**src/rtl/unix_to_calendar_if.sv**
```systemverilog
// unix_to_calendar_if: start/done handshake and calendar result bundle for unix_to_calendar.
//   master : requester (drives start, unix_in, tz_min; observes busy/done/err and fields)
//   slave  : converter (observes the request; drives busy/done/err and fields)
// Signals:
//   start    request pulse, sampled by the converter only when idle
//   unix_in  WIDTH-bit Unix timestamp
//   tz_min   signed minutes east of UTC (only with TZ_OFFSET_EN defined)
//   busy     conversion in progress
//   done     one-cycle completion pulse
//   err      timestamp earlier than the epoch (valid with done)
//   year/month/day/hour/minute/second  calendar fields
// Optional feature macro: TZ_OFFSET_EN.
interface unix_to_calendar_if #(
    parameter int unsigned WIDTH = 32
);
    logic             start;
    logic [WIDTH-1:0] unix_in;
`ifdef TZ_OFFSET_EN
    logic [11:0]      tz_min;
`endif
    logic             busy;
    logic             done;
    logic             err;
    logic [11:0]      year;
    logic [3:0]       month;
    logic [4:0]       day;
    logic [4:0]       hour;
    logic [5:0]       minute;
    logic [5:0]       second;

    modport master (
`ifdef TZ_OFFSET_EN
        output tz_min,
`endif
        output start, unix_in,
        input  busy, done, err, year, month, day, hour, minute, second
    );

    modport slave (
`ifdef TZ_OFFSET_EN
        input  tz_min,
`endif
        input  start, unix_in,
        output busy, done, err, year, month, day, hour, minute, second
    );
endinterface

```
**src/rtl/unix_to_calendar.sv**
```systemverilog
// unix_to_calendar: sequential Unix timestamp to Gregorian calendar converter.
// A single restoring divider is reused for seconds->days, seconds-of-day->hours and
// remainder->minutes; years and months are then peeled off by subtraction loops.
// Ports:
//   clk    rising-edge clock
//   rst_n  asynchronous active-low reset (aborts any conversion in flight)
//   bus    unix_to_calendar_if.slave: start/unix_in[/tz_min] in; busy/done/err and
//          year/month/day/hour/minute/second out (all registered)
// Parameters:
//   WIDTH      timestamp width (32..40)
//   BASE_YEAR  epoch year (Jan 1, 00:00:00 of this year)
//   BASE_SECS  Unix seconds at the epoch; must agree with BASE_YEAR
// Optional feature macro: TZ_OFFSET_EN adds the tz_min offset (minutes east of UTC).
module unix_to_calendar #(
    parameter int unsigned     WIDTH     = 32,
    parameter int unsigned     BASE_YEAR = 2020,
    parameter longint unsigned BASE_SECS = 64'd1577836800
) (
    input logic               clk,
    input logic               rst_n,
    unix_to_calendar_if.slave bus
);

    localparam int unsigned SW       = WIDTH + 2;
    localparam logic [17:0] DIV_DAY  = 18'd86400;
    localparam logic [17:0] DIV_HOUR = 18'd3600;
    localparam logic [17:0] DIV_MIN  = 18'd60;

    typedef enum logic [2:0] {
        StIdle, StLoad, StDdiv, StHdiv, StMdiv, StYear, StMonth, StDone
    } state_e;

    state_e state_q, state_d;

    // Request capture
    logic [WIDTH-1:0] unix_q;
`ifdef TZ_OFFSET_EN
    logic [11:0]      tz_q;
`endif

    // Working registers
    logic [WIDTH-1:0] q_q;     // dividend shifting out MSB-first, quotient shifting in
    logic [16:0]      rem_q;
    logic [5:0]       cnt_q;
    logic [WIDTH-1:0] days_q;
    logic [11:0]      yr_q;
    logic [3:0]       mon_q;
    logic [4:0]       hr_q;
    logic [5:0]       min_q;
    logic [5:0]       sec_q;

    // Output registers
    logic        busy_q, done_q, err_q;
    logic [11:0] year_q;
    logic [3:0]  month_q;
    logic [4:0]  day_q;
    logic [4:0]  hour_q;
    logic [5:0]  minute_q;
    logic [5:0]  second_q;

    function automatic logic is_leap(input logic [11:0] y);
        return (y[1:0] == 2'd0) &&
               (((y % 12'd100) != 12'd0) || ((y % 12'd400) == 12'd0));
    endfunction

    function automatic logic [8:0] month_len(input logic [3:0] m, input logic leap);
        case (m)
            4'd2:                    return leap ? 9'd29 : 9'd28;
            4'd4, 4'd6, 4'd9, 4'd11: return 9'd30;
            default:                 return 9'd31;
        endcase
    endfunction

    // Seconds since the epoch, signed at WIDTH+2 bits
    logic [SW-1:0] s_val;
    logic          s_bad;

    always_comb begin
        s_val = {2'b00, unix_q} - SW'(BASE_SECS);
`ifdef TZ_OFFSET_EN
        s_val = s_val + ({{(SW - 12){tz_q[11]}}, tz_q} * SW'(60));
`endif
        // Negative (before the epoch) or, for odd parameter sets, not representable
        s_bad = |s_val[SW-1:WIDTH];
    end

    // Shared restoring divider step
    logic [17:0]      divisor;
    logic [17:0]      rem_sh;
    logic             ge;
    logic [16:0]      step_rem;
    logic [WIDTH-1:0] step_q;
    logic             last_iter;

    always_comb begin
        divisor   = DIV_DAY;
        last_iter = 1'b0;
        case (state_q)
            StDdiv: begin
                divisor   = DIV_DAY;
                last_iter = (cnt_q == 6'(WIDTH - 1));
            end
            StHdiv: begin
                divisor   = DIV_HOUR;
                last_iter = (cnt_q == 6'd16);
            end
            StMdiv: begin
                divisor   = DIV_MIN;
                last_iter = (cnt_q == 6'd11);
            end
            default: ;
        endcase
        rem_sh   = {rem_q, q_q[WIDTH-1]};
        ge       = (rem_sh >= divisor);
        step_rem = ge ? 17'(rem_sh - divisor) : rem_sh[16:0];
        step_q   = {q_q[WIDTH-2:0], ge};
    end

    // Year / month loop conditions
    logic [8:0] ylen;
    logic [8:0] mlen;
    logic       year_adv;
    logic       month_adv;

    always_comb begin
        ylen      = is_leap(yr_q) ? 9'd366 : 9'd365;
        mlen      = month_len(mon_q, is_leap(yr_q));
        year_adv  = (days_q >= WIDTH'(ylen));
        month_adv = (days_q >= WIDTH'(mlen));
    end

    // FSM
    always_ff @(posedge clk or negedge rst_n) begin
        if (!rst_n) state_q <= StIdle;
        else        state_q <= state_d;
    end

    always_comb begin
        state_d = state_q;
        case (state_q)
            StIdle:  if (bus.start) state_d = StLoad;
            StLoad:  state_d = s_bad ? StDone : StDdiv;
            StDdiv:  if (last_iter) state_d = StHdiv;
            StHdiv:  if (last_iter) state_d = StMdiv;
            StMdiv:  if (last_iter) state_d = StYear;
            StYear:  if (!year_adv) state_d = StMonth;
            StMonth: if (!month_adv) state_d = StDone;
            StDone:  state_d = StIdle;
            default: state_d = StIdle;
        endcase
    end

    // Datapath
    always_ff @(posedge clk or negedge rst_n) begin
        if (!rst_n) begin
            unix_q <= '0;
`ifdef TZ_OFFSET_EN
            tz_q   <= '0;
`endif
            q_q    <= '0;
            rem_q  <= '0;
            cnt_q  <= '0;
            days_q <= '0;
            yr_q   <= '0;
            mon_q  <= '0;
            hr_q   <= '0;
            min_q  <= '0;
            sec_q  <= '0;
        end else begin
            case (state_q)
                StIdle: begin
                    if (bus.start) begin
                        unix_q <= bus.unix_in;
`ifdef TZ_OFFSET_EN
                        tz_q   <= bus.tz_min;
`endif
                    end
                end
                StLoad: begin
                    q_q   <= s_val[WIDTH-1:0];
                    rem_q <= '0;
                    cnt_q <= '0;
                    yr_q  <= 12'(BASE_YEAR);
                    mon_q <= 4'd1;
                end
                StDdiv, StHdiv, StMdiv: begin
                    cnt_q <= cnt_q + 6'd1;
                    rem_q <= step_rem;
                    q_q   <= step_q;
                    if (last_iter) begin
                        // Hand the remainder to the next division, left-aligned so the
                        // same MSB-first step works for every divisor.
                        cnt_q <= '0;
                        rem_q <= '0;
                        case (state_q)
                            StDdiv: begin
                                days_q <= step_q;
                                q_q    <= {step_rem, {(WIDTH - 17){1'b0}}};
                            end
                            StHdiv: begin
                                hr_q <= step_q[4:0];
                                q_q  <= {step_rem[11:0], {(WIDTH - 12){1'b0}}};
                            end
                            default: begin
                                min_q <= step_q[5:0];
                                sec_q <= step_rem[5:0];
                            end
                        endcase
                    end
                end
                StYear: begin
                    if (year_adv) begin
                        days_q <= days_q - WIDTH'(ylen);
                        yr_q   <= yr_q + 12'd1;
                    end
                end
                StMonth: begin
                    if (month_adv) begin
                        days_q <= days_q - WIDTH'(mlen);
                        mon_q  <= mon_q + 4'd1;
                    end
                end
                default: ;
            endcase
        end
    end

    // Registered outputs; fields change only on entry to DONE
    always_ff @(posedge clk or negedge rst_n) begin
        if (!rst_n) begin
            busy_q   <= 1'b0;
            done_q   <= 1'b0;
            err_q    <= 1'b0;
            year_q   <= '0;
            month_q  <= '0;
            day_q    <= '0;
            hour_q   <= '0;
            minute_q <= '0;
            second_q <= '0;
        end else begin
            busy_q <= (state_d != StIdle) && (state_d != StDone);
            done_q <= (state_d == StDone);
            if (state_q == StLoad && s_bad) begin
                err_q    <= 1'b1;
                year_q   <= '0;
                month_q  <= '0;
                day_q    <= '0;
                hour_q   <= '0;
                minute_q <= '0;
                second_q <= '0;
            end else if (state_q == StMonth && !month_adv) begin
                err_q    <= 1'b0;
                year_q   <= yr_q;
                month_q  <= mon_q;
                day_q    <= days_q[4:0] + 5'd1;
                hour_q   <= hr_q;
                minute_q <= min_q;
                second_q <= sec_q;
            end
        end
    end

    assign bus.busy   = busy_q;
    assign bus.done   = done_q;
    assign bus.err    = err_q;
    assign bus.year   = year_q;
    assign bus.month  = month_q;
    assign bus.day    = day_q;
    assign bus.hour   = hour_q;
    assign bus.minute = minute_q;
    assign bus.second = second_q;

endmodule
```
**src/flat_wrapper.sv**
```systemverilog
// flat-port wrapper written by rule: the top's interface ports become plain ports
module unix_to_calendar_flat 
#(
    parameter int unsigned     WIDTH     = 32,
    parameter int unsigned     BASE_YEAR = 2020,
    parameter longint unsigned BASE_SECS = 64'd1577836800
)
  (clk, rst_n, bus_start, bus_unix_in, bus_busy, bus_done, bus_err, bus_year, bus_month, bus_day, bus_hour, bus_minute, bus_second);
  unix_to_calendar_if #(.WIDTH(WIDTH)) bus_i ();
  input logic clk;
  input logic rst_n;
  input wire logic [$bits(bus_i.start)-1:0] bus_start;
  input wire logic [$bits(bus_i.unix_in)-1:0] bus_unix_in;
  output wire logic [$bits(bus_i.busy)-1:0] bus_busy;
  output wire logic [$bits(bus_i.done)-1:0] bus_done;
  output wire logic [$bits(bus_i.err)-1:0] bus_err;
  output wire logic [$bits(bus_i.year)-1:0] bus_year;
  output wire logic [$bits(bus_i.month)-1:0] bus_month;
  output wire logic [$bits(bus_i.day)-1:0] bus_day;
  output wire logic [$bits(bus_i.hour)-1:0] bus_hour;
  output wire logic [$bits(bus_i.minute)-1:0] bus_minute;
  output wire logic [$bits(bus_i.second)-1:0] bus_second;
  assign bus_i.start = bus_start;
  assign bus_i.unix_in = bus_unix_in;
  assign bus_busy = bus_i.busy;
  assign bus_done = bus_i.done;
  assign bus_err = bus_i.err;
  assign bus_year = bus_i.year;
  assign bus_month = bus_i.month;
  assign bus_day = bus_i.day;
  assign bus_hour = bus_i.hour;
  assign bus_minute = bus_i.minute;
  assign bus_second = bus_i.second;
  unix_to_calendar #(.WIDTH(WIDTH), .BASE_YEAR(BASE_YEAR), .BASE_SECS(BASE_SECS)) u_core (.clk(clk), .rst_n(rst_n), .bus(bus_i));
endmodule
```
**config.mk**
```make
export PLATFORM = sky130hd
export DESIGN_NAME = unix_to_calendar_flat
export DESIGN_NICKNAME = d
export VERILOG_FILES = /design/src/rtl/unix_to_calendar_if.sv /design/src/rtl/unix_to_calendar.sv /design/src/flat_wrapper.sv
export SDC_FILE = /design/constraint.sdc
export NUM_CORES = 1
export LEC_CHECK = 0
export ABC_AREA = 1
export BUFFER_PORTS_ARGS = -buffer_cell sky130_fd_sc_hd__buf_2
export CORE_ASPECT_RATIO = 1.1
export CORE_MARGIN = 2
export CORE_UTILIZATION = 45
export CTS_BUF_LIST = sky130_fd_sc_hd__clkbuf_4
export DETAILED_ROUTE_END_ITERATION = 16
export PLACE_DENSITY = 0.73
export REMOVE_ABC_BUFFERS = 1
export SKIP_CTS_REPAIR_TIMING = 1
export SYNTH_ARGS = -nofsm -noshare
export SYNTH_HDL_FRONTEND = slang
export SYNTH_SLANG_ARGS = --single-unit
export TNS_END_PERCENT = 10
```
**constraint.sdc**
```tcl
create_clock -name clk -period 11.85 [get_ports clk]
set_clock_uncertainty 0.05 [all_clocks]
set_input_delay 3.555 -clock clk [delete_from_list [all_inputs] [get_ports clk]]
set_output_delay 3.555 -clock clk [all_outputs]
set_load 0.02 [all_outputs]
```
==> results.cfg <==
[synthesis]
syn_area_per_cell_sq_um = 7.78
synth_area_sq_um = 11600
synth_top_area_cell = dfrtp_1
synth_edf_count = 0
ys_warn_count = 0
yosys.cell_count.top_type = nand2_1
synth.area.top_cells = dfrtp_1 42%, nand2_1 8.5%, inv_1 6.2%, o21ai_0 6.0%, nor2_1 4.9%
synth_top_cell_area_share = 0.423
ys_dominant_reg_cell = dfrtp_1
synth.distinct_cells = 60
ys_seq_area_frac = 0.423
async_flop_share = 1.00
synthCells = 1491
synth_seq_cells = 196
synth_common_cells = 264 x nand2_1, 196 x dfrtp_1, 193 x inv_1, 153 x nor2_1, 139 x o21ai_0

[floorplan]
fp.dieH_microns = 172
dieWidth_microns = 157
ioPinCount = 76
die_area_sq_um = 27100
rows = 61
design.core.area_sq_um = 25300
start_util = 0.458

[routing]
drt-pass1-iter-count = 6
drtIter0Drc = 969
routedWlPerCell_microns = 16.1
vias = 10642
routed_wl_mm = 30.6
routed_via_density = 5.59
drc = 0
drtAntennaViolNets = 0

[clock_network]
tritoncts = yes
htree_levels = 4
cts.sinks = 196
root_buffer = clkbuf_4
clkLatencyLatePin_ns = 0.66
numCtsBuffers = 17
path_clk_slew_ns = 0.18
clockBufferDepth = 2

[global_route]
grt_pass1_vias = 10084
use_met1 = 0.312
met3_usage = 0.0431
grt_pass1_wl_mm = 50.8
grt_max_degree = 121
grt_antenna_before_repair = 1
met2_usage = 0.395
grt_usage = 0.236
gr-total-overflow = 0
grt.busiest_layer = met2

[sta]
max_slew_margin = 0.176
post-route-min-period_ns = 7.25
clock.fmax_mhz = 138
whs_ns = 0.450
slew_viol_final = 0
finalHoldViolCount = 0
fin_tns_setup_ns = 0
fin_crit_sh = 0.612
tightestPinTransition_ns = 1.23
rsz0062_at_grt = false
setup_violations = 0

[power_and_ir_drop]
power_density_nw_per_um2 = 86.9
p_leak_uw = 0.00606
peakVddDrop_mv = 0.0806

[setup_path]
r2r_start = u_core.yr_q[10]
worstPathArrival_ns = 7.74
path_common_cell = nand2_1
rr_endpoint = u_core.days_q[14]
reg2reg_depth = 37
worstSetupStartpointType = flop
cp.depth = 37
cp.required_ns = 12.34
critPathMaxFanout = 24
critPathBufInv = 2
r2r_slack_ns = 4.60
critPathKind = flop to flop
critPathSlowestCell = nand3_1
critical_path.top_delay_family = simple AND/OR/NAND/NOR gates
critPathCaptureType = flop
cpPeakStageDelay_ns = 0.82

[min_path]
min-delay-start = u_core.bus.year[6]
whs_endpoint = u_core.bus.year[6]
holdPathStages = 2
hold_class = flop to flop

[placement]
post-dp-hpwl_mm = 22.4
place.gp.congestion = 0.961
io_buffers = 75

[finish]
synthToLayoutAreaGrowth_pct = 9.13
drive_gt1_frac = 0.118
fin_nets = 1605

[job]
max_cap_viol_count = 0

[run_status]
outcome = completed
layout make-up:
type,count,area (sq um)
Antenna cell,2,5.00
Clock buffer,17,128
Clock inverter,15,219
Fill cell,2488,12700
Inverter,205,769
Multi-Input combinational cell,1035,5730
Sequential cell,196,4900
Tap cell,346,433
Timing Repair Buffer,87,474
state kept, by name, summed over array words and instances, names as in the netlist:
register,cells
u_core.days_q,32
u_core.q_q,32
u_core.unix_q,32
u_core.rem_q,17
u_core.bus.year,12
u_core.yr_q,12
u_core.bus.minute,6
u_core.bus.second,6
u_core.cnt_q,6
u_core.min_q,6
u_core.sec_q,6
u_core.bus.day,5
u_core.bus.hour,5
u_core.hr_q,5
u_core.bus.month,4
u_core.mon_q,4
u_core.state_q,3
u_core.bus.busy,1
u_core.bus.done,1
u_core.bus.err,1
per-layer routing:
metal / part of all wire / routed length (microns) / vias to the layer above
met4: 0.026 / 787 / 0
met5: 0 / 0 / -
met1: 0.44 / 13400 / 5038
met2: 0.48 / 14600 / 357
li1: - / - / 5190
met3: 0.059 / 1800 / 57
cell families (layout without fill, tap and decap cells):
kind of cell / Yosys count / in the layout / synth area share
AND/OR/NAND/NOR: 573 / 573 / 0.219
AO/OA/AOI/OAI: 391 / 391 / 0.206
buffers and inverters: 260 / 324 / 0.0848
flip-flops: 196 / 196 / 0.423
adder cells (fa/ha/maj): 28 / 28 / 0.0321
XOR/XNOR: 27 / 27 / 0.0204
multiplexers: 16 / 16 / 0.0154
other: 0 / 2 / 0
placed cells by master (no fill, tap or decap), drive strengths merged, types with 21 or more instances in the layout:
master	synthesis	final
a21oi	86	86
a22oi	24	24
buf	7	86
dfrtp	196	196
ha	25	25
inv	201	211
nand2	281	281
nand3	77	77
nand4	24	24
nor2	156	156
nor3	26	26
o21ai	144	144
o22ai	43	43
xor2	21	21
worst register-to-register path: cells and delay by family, from the launching register on:
family,cells,cell delay [ns]
flip-flops,1,0.58
adder cells (fa/ha/maj),2,0.62
AND/OR/NAND/NOR,28,4.17
AO/OA/AOI/OAI,5,0.94
buffers and inverters,2,0.80
power by group:
part / total [uW] / leakage [uW] / switching (uW) / internal, uW
clock network: 412 / 0.000175 / 299 / 113
logic: 18.9 / 0.00336 / 14.5 / 4.38
registers: 670 / 0.00252 / 0 / 670
total: 1100 / 0.00606 / 313 / 787
through the flow:
stage | worst slack [ns] | util | area, sq um | power (uW) | std cells
CTS | 4.64 | 0.500 | 12700 | 1110 | 1901
detailed placement | 4.67 | 0.486 | 12300 | 702 | 1869
floorplan | 5.59 | - | 11400 | 682 | 1436
finish | 4.60 | 0.500 | 12700 | 1100 | 1903
global placement | 4.90 | 0.486 | 12300 | 702 | 1869
global route | 3.85 | 0.500 | 12700 | 1140 | 1903
how the worst max path moves through the flow:
| stage | start | to | slack, ns |
|---|---|---|---|
| 6_report | u_core.yr_q[10] | u_core.days_q[14] | 4.60 |
| 3_3_place_gp | u_core.yr_q[10] | u_core.days_q[14] | 4.90 |
| 5_1_grt | u_core.yr_q[10] | u_core.days_q[14] | 3.85 |
| 3_5_place_dp | u_core.yr_q[10] | u_core.days_q[14] | 4.67 |
| 4_1_cts | u_core.yr_q[10] | u_core.days_q[14] | 4.64 |
| 2_1_floorplan | u_core.yr_q[10] | u_core.days_q[14] | 5.59 |
No activity file was read; power rests on OpenSTA's default activity.
